`config.mk`:
```
export PLATFORM = sky130hd
export DESIGN_NAME = uart_tx_fifo_drain
export DESIGN_NICKNAME = d
export VERILOG_FILES = /design/src/rtl/uart_tx_fifo_drain.sv
export SDC_FILE = /design/constraint.sdc
export NUM_CORES = 1
export LEC_CHECK = 0
export CAP_MARGIN = 15
export CORE_AREA = 10 10 80 82
export DETAILED_ROUTE_END_ITERATION = 10
export DIE_AREA = 0 0 90 92
export HOLD_SLACK_MARGIN = 0.1
export SYNTH_ARGS = -nofsm -noshare
export SYNTH_HDL_FRONTEND = slang
export SYNTH_SLANG_ARGS = --single-unit
```
`constraint.sdc`:
```
create_clock -name clk -period 5 [get_ports clk]
set_input_delay 0.5 -clock clk [delete_from_list [all_inputs] [get_ports clk]]
set_output_delay 0.5 -clock clk [all_outputs]
set_load 0.005 [all_outputs]
```
`src/rtl/uart_tx_fifo_drain.sv`:
```
// UART transmitter draining a byte FIFO: one active-low read strobe per frame,
// then start, 8 data bits LSB first, optional parity and 1-2 stop bits.
module uart_tx_fifo_drain #(
    parameter logic [15:0] CLK_DIV    = 16'd347,
    parameter logic        PARITY_EN  = 1'b0,
    parameter logic        PARITY_ODD = 1'b0,
    parameter logic [1:0]  STOP_BITS  = 2'd1
) (
    input  logic       clk,
    input  logic       rst,
    input  logic [7:0] fifo_data_i,
    input  logic       fifo_empty_i,
    output logic       fifo_n_re_o,
    input  logic       tx_en_i,
    output logic       tx_o,
    output logic       busy_o,
    output logic       done_o
);

    localparam logic [2:0] S_IDLE   = 3'd0;
    localparam logic [2:0] S_FETCH  = 3'd1;
    localparam logic [2:0] S_LOAD   = 3'd2;
    localparam logic [2:0] S_START  = 3'd3;
    localparam logic [2:0] S_DATA   = 3'd4;
    localparam logic [2:0] S_PARITY = 3'd5;
    localparam logic [2:0] S_STOP   = 3'd6;

    localparam logic [15:0] LAST_CNT  = CLK_DIV - 16'd1;
    localparam logic [2:0]  LAST_STOP = {1'b0, STOP_BITS - 2'd1};

    logic [2:0]  r_state, w_state_nxt;
    logic [15:0] r_cnt, w_cnt_nxt;
    logic [2:0]  r_idx, w_idx_nxt;
    logic [7:0]  r_shift, w_shift_nxt;
    logic        r_par, w_par_nxt;
    logic        r_tx, w_tx_nxt;
    logic        w_bit_end;
    logic        w_timed;

    assign w_bit_end = (r_cnt == LAST_CNT);
    assign w_timed   = (r_state == S_START) || (r_state == S_DATA) ||
                       (r_state == S_PARITY) || (r_state == S_STOP);

    always_comb begin
        w_state_nxt = r_state;
        w_cnt_nxt   = r_cnt;
        w_idx_nxt   = r_idx;
        w_shift_nxt = r_shift;
        w_par_nxt   = r_par;
        if (w_timed) begin
            w_cnt_nxt = w_bit_end ? 16'd0 : r_cnt + 16'd1;
        end
        case (r_state)
            S_IDLE: begin
                if (tx_en_i && !fifo_empty_i) w_state_nxt = S_FETCH;
            end
            S_FETCH: w_state_nxt = S_LOAD;
            S_LOAD: begin
                w_shift_nxt = fifo_data_i;
                w_par_nxt   = (^fifo_data_i) ^ PARITY_ODD;
                w_cnt_nxt   = 16'd0;
                w_idx_nxt   = 3'd0;
                w_state_nxt = S_START;
            end
            S_START: begin
                if (w_bit_end) w_state_nxt = S_DATA;
            end
            S_DATA: begin
                if (w_bit_end) begin
                    if (r_idx == 3'd7) begin
                        // index is reused to count stop bits
                        w_idx_nxt   = 3'd0;
                        w_state_nxt = PARITY_EN ? S_PARITY : S_STOP;
                    end else begin
                        w_idx_nxt = r_idx + 3'd1;
                    end
                end
            end
            S_PARITY: begin
                if (w_bit_end) w_state_nxt = S_STOP;
            end
            S_STOP: begin
                if (w_bit_end) begin
                    if (r_idx == LAST_STOP) begin
                        w_idx_nxt   = 3'd0;
                        w_state_nxt = S_IDLE;
                    end else begin
                        w_idx_nxt = r_idx + 3'd1;
                    end
                end
            end
            default: w_state_nxt = S_IDLE;
        endcase
    end

    // Line level follows the next state so tx_o is registered yet aligned with it
    always_comb begin
        case (w_state_nxt)
            S_START:  w_tx_nxt = 1'b0;
            S_DATA:   w_tx_nxt = w_shift_nxt[w_idx_nxt];
            S_PARITY: w_tx_nxt = w_par_nxt;
            default:  w_tx_nxt = 1'b1;
        endcase
    end

    always_ff @(posedge clk) begin
        if (rst) begin
            r_state <= S_IDLE;
            r_cnt   <= 16'd0;
            r_idx   <= 3'd0;
            r_shift <= 8'd0;
            r_par   <= 1'b0;
            r_tx    <= 1'b1;
        end else begin
            r_state <= w_state_nxt;
            r_cnt   <= w_cnt_nxt;
            r_idx   <= w_idx_nxt;
            r_shift <= w_shift_nxt;
            r_par   <= w_par_nxt;
            r_tx    <= w_tx_nxt;
        end
    end

    assign tx_o        = r_tx;
    assign busy_o      = (r_state != S_IDLE);
    assign fifo_n_re_o = (r_state != S_FETCH);
    assign done_o      = (r_state == S_STOP) && w_bit_end && (r_idx == LAST_STOP);

endmodule

```
==> metrics.yaml <==
dpl_cell_area_mm2: 0.00201
required_ps: 4500
syn_area_per_cell_um2: 8.28
area_growth_pct: 14.7
drv_cap: 0
crit_slowest_cell: "clkdlybuf4s50_1"
start_kind: "flip-flop"
min_period_over_period: 0.561
cts.clk_slew.worst_paths_ps: 70
ys.warnings.count: 0
h-tree-depth: 2
post_cts_resized: 0
wl_per_cell_um: 12.7
vias: 1560
grt_pass1_vias: 1574
die_w_um: 90
met3_usage: 0.0253
ys_seq_elements: 32
rsz0062_at_grt: "no"
cts_setup_buffers: 0
synth.distinct_cells: 49
initial_core_util: 0.379
crit_chain: "ha_1 -> nor4b_2 -> nand4_2 -> nor4_1 -> clkdlybuf4s50_1"
grt_pass1_wl_um: 7070
synth-edff-count: 0
wl_um: 3900
seq_area_frac_synth: 0.344
dp_hpwl_um: 2820
p_switching_uw: 133
nets: 253
drt_iter0_drc: 62
worst-path-buf-inv: 1
cts_buffer_depth: 2
dr.pass1.iters: 4
ir_drop_mv: 0.111
crit_family: "simple AND/OR/NAND/NOR gates"
synth_top_area_frac: 0.344
synth_ff_type: "dfxtp_1"
max_slew_margin: 0.260
p_clk_frac: 0.451
ant_nets: 0
antenna_found_initial: 0
clkSinkCount: 32
grt_use_total: 0.0996
final_area_mm2: 0.00214
grt-busiest-layer: "met2"
finalCriticalPeriod_ps: 2810
final.setup.tns_ps: 0
io-pin-count: 16
drc: 0
status: "finished clean"
p_leak_uw: 0.000728
synthTopCellsByArea: "dfxtp_1 34%, nand2_1 5.6%, xor2_1 5.6%"
synth_area_mm2: 0.00186
cts_hold_buf: 0
met1_usage: 0.125
cp_slowest_stage_delay_ps: 550
cts_tree: "yes"
use_met2: 0.159
synthesis.nets: 242
antenna_cells: 0
arrival_ps: 2310
grt-ovfl-total: 0
pwr-share-comb: 0.101
worst_slew_pin_slew_ps: 1100
place.gp.congestion: 0.777
fmaxAchievable_ghz: 0.356
critPathMaxFanout: 9
fp.dieH_um: 92
clk_latency_ps: 280
r2r.worst_path.cells: 8
fillers: 516
min_path_type: "reg -> reg"
intPower_uw: 466
crit_cells: 5
io_buffers: 15
drv_slew: 0
syn_inst: 225
grt_max_degree: 19
via_per_inst: 5.08
switching_share: 0.222
core_mm2: 0.00491
yosysTopAreaCell: "dfxtp_1"
clock-root-buffer: "clkbuf_8"
cts-buffers-inserted: 5
async_flop_share: 0
row_count: 26
hold_depth: 2
worstSetupEndpointType: "output port"
dieArea_mm2: 0.00828
powerDensity_mw_per_mm2: 280
pwr-share-seq: 0.448
final_layout_size_suffix_gt1_frac: 0.0802
setup_viol: 0
hold_viol_final: 0
fin_skew_ps: 5.96
critPathKind: "reg -> out"
power by group through the flow:
| stage | clock, µW | combinational, µW | sequential, µW |
|---|---|---|---|
| floorplan | 0 | 45.8 | 270 |
| global placement | 0 | 60.7 | 274 |
| detailed placement | 0 | 61.0 | 274 |
| CTS | 277 | 61.3 | 268 |
| global route | 285 | 67.8 | 269 |
| finish | 271 | 60.4 | 268 |
registers in the layout, summed over array words and instances (netlist names):
| register | flops |
|---|---|
| r_cnt | 16 |
| tx_o | 1 |
| r_par | 1 |
| r_state | 3 |
| r_shift | 8 |
| r_idx | 3 |
synthesized netlist by cell type (2+ instances only):
library cell,number
nor3_1,6
nand3_1,9
clkbuf_1,5
nand4_1,5
a211oi_1,4
a21oi_1,17
inv_1,8
nand2_1,28
clkbuf_8,4
nor4_1,3
nor2_1,21
and3_1,3
or3_1,5
ha_1,5
or2b_2,2
xor2_1,12
dfxtp_1,32
o22ai_1,2
nor2b_1,2
xnor2_1,8
o21ai_0,12
o21a_1,4
a31oi_1,2
cell type report:
cell class              instances  area [µm²]  share of cell area
clock buffers                   7        96.3              0.0451
clock inverters                 1        30.0              0.0141
inverters                       8        30.0              0.0141
well taps                      70        87.6              0.0410
multi-input cells             174        1100               0.516
repair buffers                 15         150              0.0703
flip-flops and latches         32         641               0.300
worst paths after layout:
kind | to | start | slack [ps]
setup reg to reg | tx_o | r_cnt[1] | 2530
hold / removal | r_shift[3] | r_shift[3] | 460
hold reg to reg | r_shift[3] | r_shift[3] | 460
setup / recovery | done_o | r_cnt[1] | 2190
stage by stage:
step / power (µW) / hold slack, ps / setup WS (ps) / utilization / std cells
after detailed placement: 335 / 452 / 2490 / 0.409 / 299
final: 599 / 457 / 2190 / 0.435 / 307
after global placement: 335 / 446 / 2550 / 0.409 / 299
after CTS: 607 / 461 / 2170 / 0.435 / 307
after global routing: 622 / 484 / 1950 / 0.435 / 307
after floorplan: 316 / 434 / 2730 / - / 225
cells by family (layout without fill, tap and decap cells):
logic type / count (synthesis) / count (layout) / share of synthesized area
simple gates: 96 / 96 / 0.271
compound gates: 52 / 52 / 0.187
fa+ha+maj: 5 / 5 / 0.0336
flops: 32 / 32 / 0.344
mux: 1 / 1 / 0.00537
xor+xnor: 20 / 20 / 0.0940
buf+inv: 19 / 31 / 0.0645
per-layer routing:
layer / up-vias / wire, µm
li1: 816 / -
met1: 719 / 2080
met2: 19 / 1650
met3: 6 / 112
met4: 0 / 63
met5: - / 0
worst register-to-register path, cell delays in order (launching register included):
cell	delay [ps]
dfxtp_1	390
ha_1	180
nor4b_2	260
nand4_2	300
a2111oi_4	440
nor2_1	160
a211o_1	320
a211oi_1	200
o311ai_1	120
cells in the final DEF, fill, tap and decap left out, types with 2 or more instances in the layout:
| cell | synthesis | layout |
|---|---|---|
| or2b_2 | 2 | 2 |
| nand4_1 | 5 | 5 |
| nand2_1 | 28 | 28 |
| a21oi_1 | 17 | 17 |
| nor2_1 | 21 | 21 |
| xnor2_1 | 8 | 8 |
| and3_1 | 3 | 3 |
| ha_1 | 5 | 5 |
| a211oi_1 | 4 | 4 |
| o22ai_1 | 2 | 2 |
| o21a_1 | 4 | 4 |
| nand3_1 | 9 | 9 |
| or3_1 | 5 | 5 |
| clkdlybuf4s50_1 | 0 | 15 |
| a31oi_1 | 2 | 2 |
| o21ai_0 | 12 | 12 |
| xor2_1 | 12 | 12 |
| dfxtp_1 | 32 | 32 |
| clkbuf_8 | 4 | 7 |
| inv_1 | 8 | 8 |
| nor4_1 | 3 | 3 |
| nor2b_1 | 2 | 2 |
| nor3_1 | 6 | 6 |
Power figures use the tool's default switching activity.
